<file path="config.mk">
export PLATFORM = sky130hd
export DESIGN_NAME = password_bank
export DESIGN_NICKNAME = d
export VERILOG_FILES = /design/src/rtl/password_pkg.sv /design/src/rtl/pw_timer.sv /design/src/rtl/password_bank.sv
export SDC_FILE = /design/constraint.sdc
export NUM_CORES = 1
export LEC_CHECK = 0
export CAP_MARGIN = 30
export CELL_PAD_IN_SITES_DETAIL_PLACEMENT = 0
export CELL_PAD_IN_SITES_GLOBAL_PLACEMENT = 2
export CORE_AREA = 2 2 225 138
export DETAILED_ROUTE_END_ITERATION = 8
export DIE_AREA = 0 0 227 140
export MAX_ROUTING_LAYER = met4
export PLACE_DENSITY_LB_ADDON = 0.1
export SLEW_MARGIN = 40
export SYNTH_ARGS = -nofsm -noshare
export SYNTH_HDL_FRONTEND = slang
export SYNTH_HIERARCHICAL = 1
export SYNTH_SLANG_ARGS = --single-unit
</file>
<file path="constraint.sdc">
create_clock -name clk -period 11.2 [get_ports clk]
set_input_delay 2.24 -clock clk [delete_from_list [all_inputs] [get_ports clk]]
set_output_delay 2.24 -clock clk [all_outputs]
set_load 0.02 [all_outputs]
</file>
<file path="src/rtl/password_pkg.sv">
// rtl/password_pkg.sv - shared types and helpers for the password bank
package password_pkg;

  localparam int MAX_PW = 64;

  typedef logic [3:0] bcd_t;

  typedef enum logic [1:0] {
    ST_IDLE,
    ST_WAIT_NEW,
    ST_WAIT_CONF,
    ST_LOCKED
  } pw_state_t;

  function automatic logic [MAX_PW-1:0] default_pw(input int idx, input int ndigits);
    logic [MAX_PW-1:0] res;
    int v;
    res = '0;
    v   = idx + 1;
    for (int d = 0; d < MAX_PW/4; d++) begin
      if (d < ndigits) begin
        res[4*d +: 4] = bcd_t'(v % 10);
        v = v / 10;
      end
    end
    return res;
  endfunction

  // Zero-extended inputs stay valid: the padding nibbles are legal digits.
  function automatic logic bcd_valid(input logic [MAX_PW-1:0] vec);
    logic ok;
    bcd_t dig;
    ok = 1'b1;
    for (int d = 0; d < MAX_PW/4; d++) begin
      dig = vec[4*d +: 4];
      if (dig > 4'd9) ok = 1'b0;
    end
    return ok;
  endfunction

endpackage

</file>
<file path="src/rtl/pw_timer.sv">
// rtl/pw_timer.sv - loadable down-counter shared by step timeout and lockout
module pw_timer #(
  parameter int CW = 16
) (
  input  logic          clk,
  input  logic          reset,
  input  logic          load,
  input  logic [CW-1:0] load_val,
  output logic          expired
);

  logic [CW-1:0] count_q, count_d;

  always_comb begin
    count_d = count_q;
    if (load) begin
      count_d = load_val;
    end else if (count_q != '0) begin
      count_d = count_q - CW'(1);
    end
  end

  always_ff @(posedge clk or posedge reset) begin
    if (reset) begin
      count_q <= '0;
    end else begin
      count_q <= count_d;
    end
  end

  // A load of N fires on the N-th edge after the load edge.
  assign expired = (count_q == CW'(1));

endmodule

</file>
<file path="src/rtl/password_bank.sv">
// rtl/password_bank.sv - per-user BCD password store with guarded change and lockout
module password_bank
  import password_pkg::*;
#(
  parameter  int NUM_USERS   = 10,
  parameter  int NUM_DIGITS  = 4,
  parameter  int TIMEOUT_CYC = 1000,
  parameter  int MAX_FAIL    = 3,
  parameter  int LOCK_CYC    = 5000,
  localparam int UW          = (NUM_USERS > 1) ? $clog2(NUM_USERS) : 1,
  localparam int PW          = 4 * NUM_DIGITS
) (
  input  logic          clk,
  input  logic          reset,
  input  logic [UW-1:0] user_sel,
  input  logic [PW-1:0] digits_in,
  input  logic          chk_req,
  input  logic          set_req,
  input  logic          cancel,
  output logic          chk_ok,
  output logic          chk_bad,
  output logic          set_done,
  output logic          set_fail,
  output logic          busy,
  output logic          locked,
  output logic          p_wordset
);

  localparam int TMAX = (TIMEOUT_CYC > LOCK_CYC) ? TIMEOUT_CYC : LOCK_CYC;
  localparam int CW   = $clog2(TMAX + 1);
  localparam int FW   = $clog2(MAX_FAIL + 1);

  pw_state_t     state_q, state_d;
  logic [PW-1:0] pw_q [NUM_USERS];
  logic [PW-1:0] pw_d [NUM_USERS];
  logic [PW-1:0] tmp_pw_q, tmp_pw_d;
  logic [UW-1:0] tgt_user_q, tgt_user_d;
  logic [FW-1:0] fail_cnt_q, fail_cnt_d;
  logic          chk_ok_q, chk_ok_d;
  logic          chk_bad_q, chk_bad_d;
  logic          set_done_q, set_done_d;
  logic          set_fail_q, set_fail_d;
  logic          p_wordset_q, p_wordset_d;

  logic          user_ok;
  logic [PW-1:0] stored_sel;
  logic          pw_match;
  logic          chk_fail;
  logic          fail_clr;
  int            fail_sum;
  logic          timer_load;
  logic [CW-1:0] timer_val;
  logic          timer_expired;

  pw_timer #(.CW(CW)) u_timer (
    .clk      (clk),
    .reset    (reset),
    .load     (timer_load),
    .load_val (timer_val),
    .expired  (timer_expired)
  );

  assign user_ok = (32'(user_sel) < NUM_USERS);

  always_comb begin
    stored_sel = '0;
    if (user_ok) stored_sel = pw_q[user_sel];
  end

  assign pw_match = user_ok && (digits_in == stored_sel);

  always_comb begin
    state_d     = state_q;
    pw_d        = pw_q;
    tmp_pw_d    = tmp_pw_q;
    tgt_user_d  = tgt_user_q;
    chk_ok_d    = 1'b0;
    chk_bad_d   = 1'b0;
    set_done_d  = 1'b0;
    set_fail_d  = 1'b0;
    p_wordset_d = p_wordset_q;
    chk_fail    = 1'b0;
    fail_clr    = 1'b0;
    timer_load  = 1'b0;
    timer_val   = CW'(TIMEOUT_CYC);
    fail_cnt_d  = fail_cnt_q;
    fail_sum    = 0;

    // A check colliding with a set step, or arriving while locked, is refused uncounted.
    if (chk_req) begin
      if (state_q == ST_LOCKED || set_req) begin
        chk_bad_d = 1'b1;
      end else if (pw_match) begin
        chk_ok_d = 1'b1;
        fail_clr = 1'b1;
      end else begin
        chk_bad_d = 1'b1;
        chk_fail  = 1'b1;
      end
    end

    case (state_q)
      ST_IDLE: begin
        if (set_req) begin
          if (pw_match) begin
            tgt_user_d = user_sel;
            state_d    = ST_WAIT_NEW;
            timer_load = 1'b1;
          end else begin
            set_fail_d = 1'b1;
          end
        end
      end
      ST_WAIT_NEW: begin
        if (cancel) begin
          state_d = ST_IDLE;
        end else if (set_req) begin
          if (bcd_valid(MAX_PW'(digits_in))) begin
            tmp_pw_d   = digits_in;
            state_d    = ST_WAIT_CONF;
            timer_load = 1'b1;
          end else begin
            set_fail_d = 1'b1;
            state_d    = ST_IDLE;
          end
        end else if (timer_expired) begin
          set_fail_d = 1'b1;
          state_d    = ST_IDLE;
        end
      end
      ST_WAIT_CONF: begin
        if (cancel) begin
          state_d = ST_IDLE;
        end else if (set_req) begin
          if (digits_in == tmp_pw_q) begin
            pw_d[tgt_user_q] = tmp_pw_q;
            set_done_d       = 1'b1;
            p_wordset_d      = 1'b1;
            fail_clr         = 1'b1;
          end else begin
            set_fail_d = 1'b1;
          end
          state_d = ST_IDLE;
        end else if (timer_expired) begin
          set_fail_d = 1'b1;
          state_d    = ST_IDLE;
        end
      end
      ST_LOCKED: begin
        if (timer_expired) state_d = ST_IDLE;
      end
      default: state_d = ST_IDLE;
    endcase

    if (state_q == ST_LOCKED) begin
      fail_cnt_d = timer_expired ? '0 : fail_cnt_q;
    end else begin
      fail_sum = (fail_clr ? 0 : int'(fail_cnt_q)) + int'(chk_fail) + int'(set_fail_d);
      if ((chk_fail || set_fail_d) && fail_sum >= MAX_FAIL) begin
        fail_cnt_d = FW'(MAX_FAIL);
        state_d    = ST_LOCKED;
        timer_load = 1'b1;
        timer_val  = CW'(LOCK_CYC);
      end else begin
        fail_cnt_d = FW'(fail_sum);
      end
    end
  end

  always_ff @(posedge clk or posedge reset) begin
    if (reset) begin
      state_q     <= ST_IDLE;
      for (int i = 0; i < NUM_USERS; i++) begin
        pw_q[i] <= PW'(default_pw(i, NUM_DIGITS));
      end
      tmp_pw_q    <= '0;
      tgt_user_q  <= '0;
      fail_cnt_q  <= '0;
      chk_ok_q    <= 1'b0;
      chk_bad_q   <= 1'b0;
      set_done_q  <= 1'b0;
      set_fail_q  <= 1'b0;
      p_wordset_q <= 1'b0;
    end else begin
      state_q     <= state_d;
      pw_q        <= pw_d;
      tmp_pw_q    <= tmp_pw_d;
      tgt_user_q  <= tgt_user_d;
      fail_cnt_q  <= fail_cnt_d;
      chk_ok_q    <= chk_ok_d;
      chk_bad_q   <= chk_bad_d;
      set_done_q  <= set_done_d;
      set_fail_q  <= set_fail_d;
      p_wordset_q <= p_wordset_d;
    end
  end

  assign chk_ok    = chk_ok_q;
  assign chk_bad   = chk_bad_q;
  assign set_done  = set_done_q;
  assign set_fail  = set_fail_q;
  assign p_wordset = p_wordset_q;
  assign busy      = (state_q != ST_IDLE);
  assign locked    = (state_q == ST_LOCKED);

endmodule
</file>
==> reports/results.txt, run 1 <==
Via density: 5.25
setup bufs post-CTS: 0
CTS Buffer Depth: 3
commonest non-fill, non-tap cell in the layout: dfrtp_1
area leader, netlist: dfrtp_1
vias: 6,405
status: finished, final reports clean
Critical Path RT: 11.64 ns
worst hold start: p_wordset$_DFFE_PP0P_
n_diodes: 0
first-pass GRT wire length: 43,600 µm
row cnt: 49
Routed Antenna Nets: 0
Setup crit start kind: primary input
total negative slack: 0 ns
DRT iter0 DRCs: 333
Initial Util: 34.6%
1st-pass router iterations: 4
Least-Margin Pin Slew: 0.741 ns
most frequent cells in the layout: 186 x dfrtp_1, 179 x mux2_2, 32 x mux2i_1
clk slew on worst S/H paths: 0.06 ns
die width: 227 µm
Placer Congestion: 0.836
worst r2r src: pw_q[45]$_DFFE_PP0P_
Crit Path Class: in -> reg
Fmax achieved: 0.109 GHz
number of synthesized flops with an enable pin: 0
Yosys reg bits: 202
main flop type after synthesis: dfrtp_1
Area growth, synth to finish: 14.1%
Die H: 140 µm
R2R Path End: u_timer/count_q[0]$_DFFE_PP0P_
routed wire length: 28,600 µm
initial antenna violation count: 0
share of cells above drive strength 1: 37.3%
VDD IR max: 0.0807 mV
post_cts resized: 0
Hold Path Class: reg -> reg
P per Cell Area: 170 nW/µm²
# setup viols final: 0
Ys Warns: 6
wire length per cell: 23.5 µm
Placed Cells: 1,177
Leakage: 5.24 nW
CTS hold repair buffers: 0
number of global-route vias before repair: 6,726
Yosys top cell area share: 45.3%
Period Utilization, post-route: 81.8%
skew final: 0.0132 ns
Reg2Reg Depth: 21
post-synthesis sequential area ratio: 49.4%
nets: 826
Yosys cell types: 74
Syn Inst Count: 768
final non-filler cell total: 1,220
Data arrival, critical path: 9.60 ns
htree depth: 1
fillers: 2,830
final hold vios: 0
gr usage total: 19.1%
DP Wirelength: 18,800 µm
CP Capture Type: register
clk sink count: 202
port bufs: 31
Post-Syn Area per Cell: 13.4 µm²
Hold Crit Depth: 1
RSZ-0062 raised after global routing: false
r2r setup slk: 4.64 ns
fin util: 39.5%
CTS buffer count: 22
largest net degree at the start of global routing: 110
max cap viols: 0
die area: 31,800 µm²
minimum clock period: 9.16 ns
worst rel slew slack: 50.6%
asr flop ratio synth: 100%
CTS tree: built
top cells by area, synth: dfrtp_1 45%, mux2_2 20%, mux4_2 5.5%
crit path max fanout: 21
clk root buf: clkbuf_16
Cell Area, Synth: 10,300 µm²
Slew Limit Fails: 0
clk_lat worst skew: 0.52 ns
Core ar.: 29,700 µm²
DRC: 0
Worst setup startpoint: user_sel[2]
Hold Path End: p_wordset$_DFFE_PP0P_
Top Ports: 32
GRT Residual Overflow: 0
Min Hold Slack: 0.469 ns
-- flip-flops by register name (all words and copies together) (netlist names) --
| signal | count |
|---|---|
| set_fail | 1 |
| fail_cnt_q | 2 |
| chk_bad | 1 |
| u_timer/count_q | 13 |
| chk_ok | 1 |
| pw_q | 160 |
| state_q | 2 |
| tgt_user_q | 4 |
| tmp_pw_q | 16 |
| p_wordset | 1 |
| set_done | 1 |
-- per-layer routing --
layer	GRT usage [%]	up-vias	wire length [µm]
met3	3.00	27	998
met2	26.4	110	12100
li1	-	2874	-
met5	-	-	0
met4	3.47	0	412
met1	29.5	3394	15200
-- cell families (layout without fill, tap and decap cells) --
family,count (synthesis),in the layout,share of synthesized area (%)
mux,246,246,29.8
flops,202,202,49.4
simple gates,148,148,8.95
buf+inv,70,105,3.85
compound gates,65,65,4.74
xor+xnor,30,30,2.56
fa+ha+maj,5,5,0.682
other cells,2,11,0.0731
-- synth_stat cells (6+ instances only) --
master / number
o21ai_0: 12
xor2_1: 12
dfstp_2: 16
buf_1: 18
nor2_2: 6
buf_6: 11
buf_4: 6
mux2_1: 7
nand3_1: 6
inv_1: 13
nor2_1: 28
a211oi_1: 6
dfrtp_1: 186
nor3_1: 17
mux4_2: 25
clkbuf_1: 11
a21oi_1: 9
mux2_2: 179
nand3b_1: 6
xnor2_1: 18
nand2b_1: 8
or3_1: 7
buf_2: 9
nor3b_1: 7
mux2i_1: 32
nand2_1: 16
-- report_power, final --
group / internal, W / switching [W]
combinational: 0.000161 / 0.000208
clock: 0.000410 / 0.000300
sequential: 0.000789 / 0.000127
total: 0.00136 / 0.000635
-- critical path: stages --
cell             delay [ns]
clkdlybuf4s50_1        0.92
buf_4                  0.42
or3b_1                 0.45
nor3_1                 0.13
nor4b_1                0.38
nand4_1                0.15
or4_4                  0.54
nor3_4                 0.31
and2_1                 0.24
nand3b_1               0.14
fa_1                   0.17
inv_1                  0.04
ha_1                   0.27
nor2b_1                0.13
o21ai_0                0.49
nand2b_1               0.20
o21bai_1               0.07
or4_1                  0.74
clkinv_1               0.38
nand2_1                0.12
nor4_2                 0.56
buf_4                  0.29
mux2i_1                0.19
-- layout make-up --
class                           instances  area [µm²]  area share [%]
Clock inverter                          6        33.8           0.288
Clock buffer                           34         667            5.69
Timing Repair Buffer                   51         492            4.19
Sequential cell                       202        5070            43.3
Multi-Input combinational cell        505        4880            41.6
Tap cell                              408         510            4.35
Inverter                               14        65.1           0.555
-- how the worst max path moves through the flow --
| stage | end | slack (ns) |
|---|---|---|
| 6_report | u_timer/count_q[0]$_DFFE_PP0P_ | 2.04 |
| 5_1_grt | u_timer/count_q[1]$_DFFE_PP0P_ | 1.44 |
| 4_1_cts | u_timer/count_q[1]$_DFFE_PP0P_ | 2.09 |
| 3_5_place_dp | u_timer/count_q[1]$_DFFE_PP0P_ | 1.60 |
| 3_3_place_gp | u_timer/count_q[1]$_DFFE_PP0P_ | 1.85 |
| 2_1_floorplan | chk_bad$_DFF_PP0_ | 3.84 |
-- per-stage QoR --
step	cell area [µm²]	power (W)	worst slack [ns]
2_1_floorplan	10300	0.00117	3.84
3_3_place_gp	11000	0.00129	1.85
3_5_place_dp	11000	0.00129	1.60
4_1_cts	11700	0.00202	2.09
5_1_grt	11700	0.00211	1.44
6_report	11700	0.00199	2.04
No activity file was read; power rests on OpenSTA's default activity.
==> inputs of run 2 (changes only) <==
Clock period 11.2 ns to 8.6 ns, I/O delays scaled along.
==> reports/results.txt, run 2 (synthesized netlist as in run 1, its figures left out) <==
crit path max fanout: 31
final instance area: 11,800 µm²
most frequent cells in the layout: 186 x dfrtp_1, 179 x mux2_2, 32 x mux2i_1
port bufs: 31
RSZ-0062 raised after global routing: false
CTS tree: built
first-pass GRT wire length: 43,600 µm
CTS buffer count: 22
r2r setup slk: 2.64 ns
Setup crit start kind: primary input
# setup viols final: 0
Top Ports: 32
CTS hold repair buffers: 0
Slew Limit Fails: 0
VDD IR max: 0.113 mV
Least-Margin Pin Slew: 0.697 ns
routed wire length: 28,300 µm
final hold vios: 0
n_diodes: 0
Data arrival, critical path: 7.98 ns
CP Capture Type: register
status: finished, final reports clean
share of cells above drive strength 1: 37.4%
Area after DPL: 11,000 µm²
die width: 227 µm
DP Wirelength: 18,700 µm
htree depth: 1
max cap viols: 0
DRC: 0
Min Hold Slack: 0.475 ns
initial antenna violation count: 0
Fmax achieved: 0.132 GHz
wire length per cell: 23.1 µm
Initial Util: 34.6%
CTS Buffer Depth: 3
1st-pass router iterations: 4
Area growth, synth to finish: 14.5%
skew final: 0.0151 ns
vias: 6,366
worst rel slew slack: 53.5%
minimum clock period: 7.55 ns
Largest Register: pw_q
Crit Path Class: in -> reg
met2 Usage GRT: 25.8%
clk_lat worst skew: 0.52 ns
clk root buf: clkbuf_16
Hold Path Class: reg -> reg
clk slew on worst S/H paths: 0.06 ns
Hold Crit Depth: 1
grt met3 use: 3.21%
Placer Congestion: 0.805
commonest non-fill, non-tap cell in the layout: dfrtp_1
fin util: 39.6%
max reg flops: 160
gr busiest metal: met1
Period Utilization, post-route: 87.8%
die area: 31,800 µm²
DRT iter0 DRCs: 394
total negative slack: 0 ns
number of global-route vias before repair: 6,781
post_cts resized: 0
setup bufs post-CTS: 0
nets: 829
row cnt: 49
gr usage total: 18.9%
Critical Path RT: 9.03 ns
Reg2Reg Depth: 21
fillers: 2,843
Core ar.: 29,700 µm²
clk sink count: 202
Via density: 5.21
P per Cell Area: 222 nW/µm²
biggest regs: pw_q: 160 flops, tmp_pw_q: 16 flops, u_timer/count_q: 13 flops
largest net degree at the start of global routing: 109
GRT Residual Overflow: 0
Leakage: 5.27 nW
Die H: 140 µm
M1 GR Usage: 29.5%
Pwr Total: 0.00262 W
Routed Antenna Nets: 0
## run 2: cell types whose count changed in the layout (fill, tap and decap cells not counted), sizes merged
cell	before	now
buf	21	24
clkbuf	35	39
clkinv	8	4
## run 2: layout make-up
cell class,count,area [µm²],area share [%]
clock buffer,38,702,5.97
sequential,202,5070,43.2
tap,408,510,4.34
clock inverter,2,10.0,0.0851
timing repair buffer,54,524,4.46
multi-input combinational,505,4870,41.4
inverter,14,65.1,0.553
## run 2: final timing paths
check                                      start                        endpoint
max                                  user_sel[2]  u_timer/count_q[0]$_DFFE_PP0P_
min                        p_wordset$_DFFE_PP0P_           p_wordset$_DFFE_PP0P_
max reg2reg                pw_q[133]$_DFFE_PP0P_  u_timer/count_q[0]$_DFFE_PP0P_
min reg2reg                p_wordset$_DFFE_PP0P_           p_wordset$_DFFE_PP0P_
max in group asynchronous                  reset            pw_q[96]$_DFFE_PP0P_
min in group asynchronous                  reset           pw_q[124]$_DFFE_PP0P_
## run 2: per-stage QoR
step | setup WS [ns] | instances
floorplan | 1.76 | 777
global placement | 0.716 | 1182
detailed placement | 0.476 | 1182
CTS | 0.948 | 1222
global route | 0.541 | 1223
finish | 1.05 | 1223
## run 2: where the power goes
group	switching [W]	leakage, nW	internal (W)	total [W]
clock network	0.000385	0.351	0.000551	0.000936
logic	0.000271	2.21	0.000218	0.000488
registers	0.000163	2.70	0.00103	0.00119
total	0.000818	5.27	0.00180	0.00262
## run 2: metal layers
| layer | vias up | wire (µm) |
|---|---|---|
| met1 | 3348 | 14800 |
| li1 | 2883 | - |
| met5 | - | 0 |
| met2 | 96 | 11400 |
| met3 | 39 | 1650 |
| met4 | 0 | 405 |
## run 2: critical path, stage by stage
cell             delay, ns
clkdlybuf4s50_1       0.51
buf_12                0.24
or3b_1                0.48
nor3_1                0.15
nor4b_1               0.38
nand4_1               0.13
or4_4                 0.54
nor3_4                0.31
and2_1                0.22
nand3b_1              0.13
fa_1                  0.18
inv_1                 0.04
ha_1                  0.28
nor2b_1               0.13
o21ai_0               0.46
nor2_1                0.21
or4_1                 0.57
buf_4                 0.21
clkinv_1              0.29
nand2_1               0.14
nor4_2                0.16
buf_4                 0.26
mux2i_1               0.21
